--- config.mk ---
export PLATFORM = sky130hd
export DESIGN_NAME = instr_fetch_unit
export DESIGN_NICKNAME = d
export VERILOG_FILES = /design/src/rtl/instr_fetch_unit_pkg.sv /design/src/rtl/instr_fetch_unit_pc_target_calc.sv /design/src/rtl/instr_fetch_unit.sv
export SDC_FILE = /design/constraint.sdc
export NUM_CORES = 1
export LEC_CHECK = 0
export ABC_AREA = 0
export CORE_UTILIZATION = 57
export DETAILED_ROUTE_END_ITERATION = 16
export GPL_TIMING_DRIVEN = 1
export HOLD_SLACK_MARGIN = 0.08
export PLACE_DENSITY = 0.95
export SKIP_LAST_GASP = 1
export SLEW_MARGIN = 15
export SYNTH_ARGS = -nofsm -noshare
export SYNTH_HDL_FRONTEND = slang
export SYNTH_HIERARCHICAL = 1
export SYNTH_SLANG_ARGS = --single-unit
--- constraint.sdc ---
create_clock -name clk -period 8 [get_ports clk]
set_clock_uncertainty 0.1 [all_clocks]
set_input_delay 1.6 -clock clk [delete_from_list [all_inputs] [get_ports clk]]
set_output_delay 1.6 -clock clk [all_outputs]
set_load 0.01 [all_outputs]
--- src/rtl/instr_fetch_unit_pkg.sv ---
// Shared definitions for the instruction fetch stage and the control unit:
// opcode field values, the NOP word, fetch FSM encodings and target helpers.
package instr_fetch_unit_pkg;

  // Opcode field values (instr[31:26]) decoded by the control unit
  localparam logic [5:0] OPCODE_RTYPE = 6'h00;
  localparam logic [5:0] OPCODE_J     = 6'h02;
  localparam logic [5:0] OPCODE_JAL   = 6'h03;
  localparam logic [5:0] OPCODE_BEQ   = 6'h04;
  localparam logic [5:0] OPCODE_BNE   = 6'h05;
  localparam logic [5:0] OPCODE_ADDI  = 6'h08;
  localparam logic [5:0] OPCODE_LW    = 6'h23;
  localparam logic [5:0] OPCODE_SW    = 6'h2B;

  // R-type sll $0,$0,0 : the canonical do-nothing word
  localparam logic [31:0] NOP_WORD = 32'h0000_0000;

  // Fetch FSM encodings, kept as plain constants so older tools can share them
  typedef logic [1:0] fetch_state_t;
  localparam fetch_state_t ST_FETCH   = 2'd0;
  localparam fetch_state_t ST_HOLD    = 2'd1;
  localparam fetch_state_t ST_DISCARD = 2'd2;

  // Branch target: PC+4 of the branch plus the sign-extended word offset
  function automatic logic [31:0] calcBranchTarget(input logic [31:0] pc4,
                                                   input logic [15:0] imm16);
    return pc4 + {{14{imm16[15]}}, imm16, 2'b00};
  endfunction

  // Jump target: top nibble of PC+4 spliced onto the 26-bit word index
  function automatic logic [31:0] calcJumpTarget(input logic [31:0] pc4,
                                                 input logic [25:0] idx26);
    return {pc4[31:28], idx26, 2'b00};
  endfunction

endpackage

--- src/rtl/instr_fetch_unit_pc_target_calc.sv ---
// Redirect target calculation: branch and jump targets plus the priority
// mux between them. Purely combinational.
module pc_target_calc
  import instr_fetch_unit_pkg::*;
(
  input  logic        i_branch,
  input  logic        i_jump,
  input  logic [31:0] i_pc4,
  input  logic [15:0] i_imm16,
  input  logic [25:0] i_idx26,
  output logic        o_redirect,
  output logic [31:0] o_target
);

  // Jump wins when both flags are up; either flag counts as a redirect
  always_comb begin
    o_redirect = i_branch | i_jump;
    if (i_jump) begin
      o_target = calcJumpTarget(i_pc4, i_idx26);
    end else begin
      o_target = calcBranchTarget(i_pc4, i_imm16);
    end
  end

endmodule

--- src/rtl/instr_fetch_unit.sv ---
// Instruction fetch stage: owns the PC, talks req/ack to instruction memory,
// presents fetched words through the IF/ID register, parks a word in a skid
// register when downstream is stalled, and drops wrong-path reads after a
// branch/jump redirect.
module instr_fetch_unit
  import instr_fetch_unit_pkg::*;
#(
  parameter logic [31:0] RESET_PC  = 32'h0000_0000,
  parameter logic [31:0] NOP_INSTR = NOP_WORD
) (
  input  logic        clk,
  input  logic        nrst,
  output logic        imem_req,
  output logic [31:0] imem_addr,
  input  logic        imem_ack,
  input  logic [31:0] imem_rdata,
  input  logic        stall,
  input  logic        redir_branch,
  input  logic        redir_jump,
  input  logic [31:0] redir_pc4,
  input  logic [15:0] redir_imm16,
  input  logic [25:0] redir_idx26,
  output logic [31:0] instr,
  output logic [5:0]  opcode,
  output logic [31:0] pc_plus4,
  output logic        instr_valid
);

  fetch_state_t r_state;
  logic [31:0]  r_pc;
  logic [31:0]  r_instr;
  logic [31:0]  r_pcPlus4;
  logic         r_valid;
  logic [31:0]  r_skid;
  logic [31:0]  r_skidPc4;
  logic [31:0]  r_discardAddr;

  logic         w_redirect;
  logic [31:0]  w_target;
  logic         w_slotFree;
  logic [31:0]  w_pcNext4;

  pc_target_calc targetCalc (
    .i_branch   (redir_branch),
    .i_jump     (redir_jump),
    .i_pc4      (redir_pc4),
    .i_imm16    (redir_imm16),
    .i_idx26    (redir_idx26),
    .o_redirect (w_redirect),
    .o_target   (w_target)
  );

  // Memory interface and IF/ID outputs; a read in DISCARD keeps the old address
  always_comb begin
    w_slotFree  = !r_valid || !stall;
    w_pcNext4   = r_pc + 32'd4;
    imem_req    = nrst && (r_state != ST_HOLD);
    imem_addr   = (r_state == ST_DISCARD) ? r_discardAddr : r_pc;
    instr       = r_instr;
    opcode      = r_instr[31:26];
    pc_plus4    = r_pcPlus4;
    instr_valid = r_valid;
  end

  // Fetch FSM with PC, IF/ID and skid registers; redirects override everything
  always_ff @(posedge clk) begin
    if (!nrst) begin
      r_state       <= ST_FETCH;
      r_pc          <= RESET_PC;
      r_instr       <= NOP_INSTR;
      r_pcPlus4     <= 32'd0;
      r_valid       <= 1'b0;
      r_skid        <= NOP_INSTR;
      r_skidPc4     <= 32'd0;
      r_discardAddr <= RESET_PC;
    end else if (w_redirect) begin
      r_pc      <= w_target;
      r_valid   <= 1'b0;
      r_instr   <= NOP_INSTR;
      r_skid    <= NOP_INSTR;
      r_skidPc4 <= 32'd0;
      case (r_state)
        ST_FETCH: begin
          if (!imem_ack) begin
            r_discardAddr <= r_pc;
            r_state       <= ST_DISCARD;
          end else begin
            r_state <= ST_FETCH;
          end
        end
        ST_DISCARD: r_state <= ST_DISCARD;
        default:    r_state <= ST_FETCH;
      endcase
    end else begin
      case (r_state)
        ST_FETCH: begin
          if (imem_ack) begin
            r_pc <= w_pcNext4;
            if (w_slotFree) begin
              r_instr   <= imem_rdata;
              r_pcPlus4 <= w_pcNext4;
              r_valid   <= 1'b1;
            end else begin
              r_skid    <= imem_rdata;
              r_skidPc4 <= w_pcNext4;
              r_state   <= ST_HOLD;
            end
          end else if (w_slotFree) begin
            r_valid <= 1'b0;
          end
        end
        ST_HOLD: begin
          if (w_slotFree) begin
            r_instr   <= r_skid;
            r_pcPlus4 <= r_skidPc4;
            r_valid   <= 1'b1;
            r_state   <= ST_FETCH;
          end
        end
        ST_DISCARD: begin
          if (imem_ack) begin
            r_state <= ST_FETCH;
          end
        end
        default: r_state <= ST_FETCH;
      endcase
    end
  end

endmodule
[Word-level counts from Yosys, hierarchy flattened]
Cells that the tools add are included.
Storage, ports and cells
  flip-flop bits (word level): 195
  input bits: 112
  output and inout bits: 104
  word-level logic and storage cells: 67
Cells by class
  add/subtract/negate cells: 2
  equal/unequal tests: 11
  mux-type cells: 25
  bitwise gates (word level): 5
  reduce and logical (&&, ||, !) cells: 16
Operator list (number)
  two-way mux 32 bit: 11
  one-hot mux 32 bit (2 select lines): 2
  adder 32 x 3 -> 32 bit, second input constant: 1
  adder 32 bit: 1
  two-way mux 2 bit: 6
  inequality test 3 x 2 -> 1 bit, second input constant: 4
  AND reduction 4 bit: 2
  inequality test 2 bit, second input constant: 3
  one-hot mux 2 bit (3 select lines): 1
  AND reduction 3 bit: 2
  nonzero test 2 bit: 3
  AND reduction 5 bit: 1
  inverter 1 bit: 4
  one-hot mux 2 bit (2 select lines): 1
  AND reduction 2 bit: 2
  two-way mux 1 bit: 3
  inequality test 3 bit, second input constant: 1
  equality test 2 x 1 -> 1 bit, second input constant: 1
  equality test 2 bit, second input constant: 1
  zero test 1 bit: 2
  zero test 2 bit: 1
  inequality test 2 x 1 -> 1 bit, second input constant: 1
  one-hot mux 1 bit (2 select lines): 1
  OR reduction 2 bit: 1
  3 further kinds: 3

[Logic depth before layout (Yosys ltp)]
  depth in word-level cells: 6
  mapped depth: 12
  gate-level depth less buffers: 12

[Hierarchy]
The synthesis kept the hierarchy.
By module, submodules not included
  instr_fetch_unit: instances 1, cells each 1111, area an instance 8829.7 µm², seq. area each 3903.7 µm²
  pc_target_calc: instances 1, cells each 319, area an instance 2115.8 µm², seq. area each 0.0 µm²

[Worst setup path after synthesis]
OpenSTA, ideal clock, no wires.
  path type: input -> register
  start point: input redir_pc4[2]
  end point: register r_pc[26]
  setup time: 0.086 ns
  arrival: 3.701 ns
  data required time: 7.814 ns
  path slack: 4.113 ns
  cell stages on the path: 11
  path buffers: 0
  cell sequence: ha_1 > fa_1 > a21o_1 > a31o_2 > nand3_1 > and4_4 > nor3_1 > o21a_1 > o31ai_1 > nor2_1 > a211oi_1
On the way
  word-level cells in the longest chain between the ends: 3
Ends and longest elaborated chain
  start: declaration: line instr_fetch_unit.sv:20  | input logic [31:0] redir_pc4,
  adder 32 bit: line instr_fetch_unit_pkg.sv:27  | return pc4 + {{14{imm16[15]}}, imm16, 2'b00};
  two-way mux 32 bit: line instr_fetch_unit_pc_target_calc.sv:18  | if (i_jump) begin
  net w_target[26]: line instr_fetch_unit.sv:39  | logic [31:0] w_target;
  two-way mux 32 bit: line instr_fetch_unit.sv:76  | end else if (w_redirect) begin
  end signal: assignment: line instr_fetch_unit.sv:77  | r_pc <= w_target;
  end signal: assignment: line instr_fetch_unit.sv:98  | r_pc <= w_pcNext4;
  end: declaration: line instr_fetch_unit.sv:30  | logic [31:0] r_pc;
The timed path passes the listed nets, and every way through them passes these cells.
A chain may end at the register's enable or synchronous reset.

[Worst setup path after layout]
  start point: input redir_imm16[15]
  end point: register r_pc[31]
On the way
  word-level cells in the longest chain between the ends: 3
Ends and longest elaborated chain
  start: declaration: line instr_fetch_unit.sv:21  | input logic [15:0] redir_imm16,
  adder 32 bit: line instr_fetch_unit_pkg.sv:27
  two-way mux 32 bit: line instr_fetch_unit_pc_target_calc.sv:18
  net w_target[31]: line instr_fetch_unit.sv:39
  two-way mux 32 bit: line instr_fetch_unit.sv:76
The timed path passes the listed nets, and every way through them passes these cells.

==> summary.md <==
| Metric | Value |
|---|---|
| Residual DRC | 0 |
| H-tree levels | 4 |
| Setup TNS Final | 0 ns |
| Total Wirelength | 32,990 um |
| Number of max-cap violations | 0 |
| Max Freq | 0.2172 GHz |
| Final-report hold violation count | 0 |
| Worst vdd ir | 0.1698 mV |
| Unique masters post-synth | 73 |
| Antenna-violating nets left | 0 |
| TritonCTS clock tree | yes |
| Mapped Cells | 1,430 |
| Full die area | 19,760 um^2 |
| Vias per cell | 6.295 |
| Leak | 4.835 nW |
| CTS Sinks | 195 |
| Setup violations, final | 0 |
| Setup Buffers After CTS | 0 |
| Cell-internal power | 1.645 mW |
| Combinational share of power | 19.6% |
| Worst Path Arrival | 4.80 ns |
| WHS | 0.3538 ns |
| Worst-path maximum fanout | 18 |
| Status | complete, no violations |
| CP endpoint kind | flip-flop |
| First-pass GRT wire length | 52,790 um |
| Port Buffers | 215 |
| CP required | 8.20 ns |
| Syn avg cell area | 7.654 um^2 |
| Max-slew violations | 0 |
| Synth Flop Type | dfxtp_1 |
| Cts bufs inserted | 17 |
| Fin crit period | 4.603 ns |
| RD Place Congestion | 0.9328 |
| Worst Setup Start Kind | input pin |
| Root Buffer | clkbuf_16 |
| Reg clk slew, reported paths | 0.07 ns |
| Fin nets | 1,691 |
| Async SR Flop Fraction | 0% |
| CTS max path bufs | 2 |
| DP Area | 12,970 um^2 |
| EDFF count, synth | 0 |
| Hold_buf cts | 0 |
| Sequential power share | 44.2% |
| Detailed-route via count | 11,299 |
| Global route overflow | 0 |
| Worst slew pin tran | 1.145 ns |
| Layout cells sized above 1 | 7.047% |
| Die Ht | 140.6 um |
| Fin area | 13,580 um^2 |
| Switching power | 0.7405 mW |
| Initial Util | 58.32% |
| Switching share of power | 31.04% |
| Pwr Total | 2.386 mW |
| Mapped Nets | 1,573 |
| Post-CTS Resized | 0 |
| Period utilization | 57.54% |
| Io pins | 216 |
| Post-synthesis register bit count | 195 |
| Initial antenna violation count | 0 |
| Routed WL per cell | 18.38 um |
| Vias in the first global route | 10,541 |
| Synthesized area | 10,950 um^2 |
| Rows | 50 |
| Hold Path Class | flip-flop to flip-flop |
| Area growth, synth to finish | 24.06% |
| Horiz. Die Dim | 140.6 um |
| RSZ-0062 raised after global routing | no |
| Pwr/cell area | 175.7 nW/um^2 |
| Antenna cells | 0 |
| Post-synthesis sequential area ratio | 35.67% |
| Largest net degree at the start of global routing | 80 |
| Iter 0 DRT Violations | 1,075 |
| Yosys warns | 6 |
| CORE AREA | 18,770 um^2 |
| Worst-Skew Late Latency | 0.44 ns |
| Initial DRT Pass Iterations | 5 |
| Rel. slew slack | 23.65% |
| CP Class | input pin to flip-flop |
| DP Wirelength | 22,630 um |
| Total global-route track usage | 33.14% |
| Clk pwr share | 36.2% |
| FILL cells | 1,362 |
==> registers in the layout (all words and copies together), names as in the netlist <==
register	cells
r_skidPc4	32
instr_valid	1
pc_plus4	32
r_skid	32
instr	32
r_state	2
r_discardAddr	32
r_pc	32
==> area by class of cell <==
class,count,area [um^2],share of cell area [%]
Clock buffer,17,425.4,3.133
Sequential cell,195,3904,28.75
Multi-Input combinational cell,1092,6467,47.63
Timing Repair Buffer,230,2260,16.64
Clock inverter,15,185.2,1.364
Tap cell,234,292.8,2.156
Inverter,12,45.04,0.3317
==> power by group through the flow <==
| stage | registers, mW | logic [mW] | clock network [mW] |
|---|---|---|---|
| after global routing | 1.06 | 0.505 | 0.903 |
| after detailed placement | 1.07 | 0.456 | 0 |
| after CTS | 1.05 | 0.461 | 0.867 |
| after global placement | 1.07 | 0.445 | 0 |
| final | 1.05 | 0.468 | 0.864 |
| after floorplan | 1.04 | 0.301 | 0 |
==> cell usage in the layout, fill, tap and decap left out, types with 15 or more instances in the layout <==
cell type and instances:
and3_1 17, clkdlybuf4s50_1 214, a311oi_1 39, nand4_1 22, a21oi_1 146, buf_4 15, xnor2_1 38, nor4_1 17
a21o_1 19, clkbuf_16 17, nand3_1 50, o21ai_0 75, a211oi_1 30, mux2_2 32, nor2_1 100, xor2_1 29
nor3_1 26, ha_1 30, nand2_1 287, dfxtp_1 195
==> final timing paths <==
kind | startpoint | end | slack, ns | depth (start not counted)
setup reg to reg | r_state[1]$_SDFFE_PN0P_ | r_skidPc4[24]$_SDFFE_PP0P_ | 5.10 | 5
hold / removal | r_discardAddr[24]$_SDFFE_PN0P_ | r_discardAddr[24]$_SDFFE_PN0P_ | 0.35 | 2
setup / recovery | redir_imm16[15] | r_pc[31]$_SDFFE_PN0P_ | 3.40 | 11
hold reg to reg | r_discardAddr[24]$_SDFFE_PN0P_ | r_discardAddr[24]$_SDFFE_PN0P_ | 0.35 | 2
==> kinds of logic after synthesis <==
logic type	synth area share [%]
mux	3.749
xor+xnor	5.361
fa+ha+maj	3.704
compound gates	21.59
simple gates	24.34
buf+inv	5.590
flops	35.67
==> critical path, cell delays in order <==
cell             delay (ns)
clkdlybuf4s50_1        0.81
ha_1                   0.62
and2_1                 0.25
o311a_1                0.20
a21oi_1                0.07
a211oi_1               0.42
o21ai_1                0.13
mux2i_1                0.15
a221o_1                0.32
o21ai_0                0.16
a31oi_1                0.06
==> layer usage <==
layer,GRT usage [%],share of wire (%),vias up
met3,6.012,7.5,99
met1,40.97,40,5347
li1,-,-,5296
met2,56.16,48,557
met4,15.45,3.9,0
met5,0,0,-
==> Yosys cell counts, types with 4 or more instances <==
library cell,number,area (um^2)
mux2i_1,5,50.05
mux2_2,32,360.4
a21oi_1,146,730.7
nand4_1,22,137.6
a21o_1,19,142.6
xor2_1,29,254.0
a31o_2,4,35.03
a311oi_1,39,341.6
ha_1,30,375.4
nor4b_1,4,35.03
and4_1,5,43.79
inv_1,10,37.54
or4_1,4,30.03
or3_1,9,56.30
o221ai_1,7,61.31
xnor2_1,38,332.8
and2_1,6,37.54
buf_1,7,26.28
nor2b_1,5,31.28
a31oi_1,7,43.79
o21ai_0,75,375.4
o21ai_1,4,20.02
nand2_1,288,1081
and3_1,17,106.4
buf_4,7,52.55
buf_2,24,120.1
a211oi_1,30,225.2
dfxtp_1,195,3904
o21bai_1,5,37.54
nor3b_1,4,30.03
a211o_1,4,35.03
nor2_1,102,382.9
nor3_1,26,130.1
clkbuf_1,88,330.3
o22ai_1,10,62.56
nor4_1,18,112.6
nand3_1,50,250.2
==> through the flow <==
stage	cells	util, %	worst slack (ns)
6_report	1795	72.35	3.397
5_1_grt	1795	72.35	3.167
4_1_cts	1795	72.35	3.419
3_5_place_dp	1763	69.09	2.981
3_3_place_gp	1763	69.09	3.153
2_1_floorplan	1430	-	4.113
No activity file was read; power rests on OpenSTA's default activity.
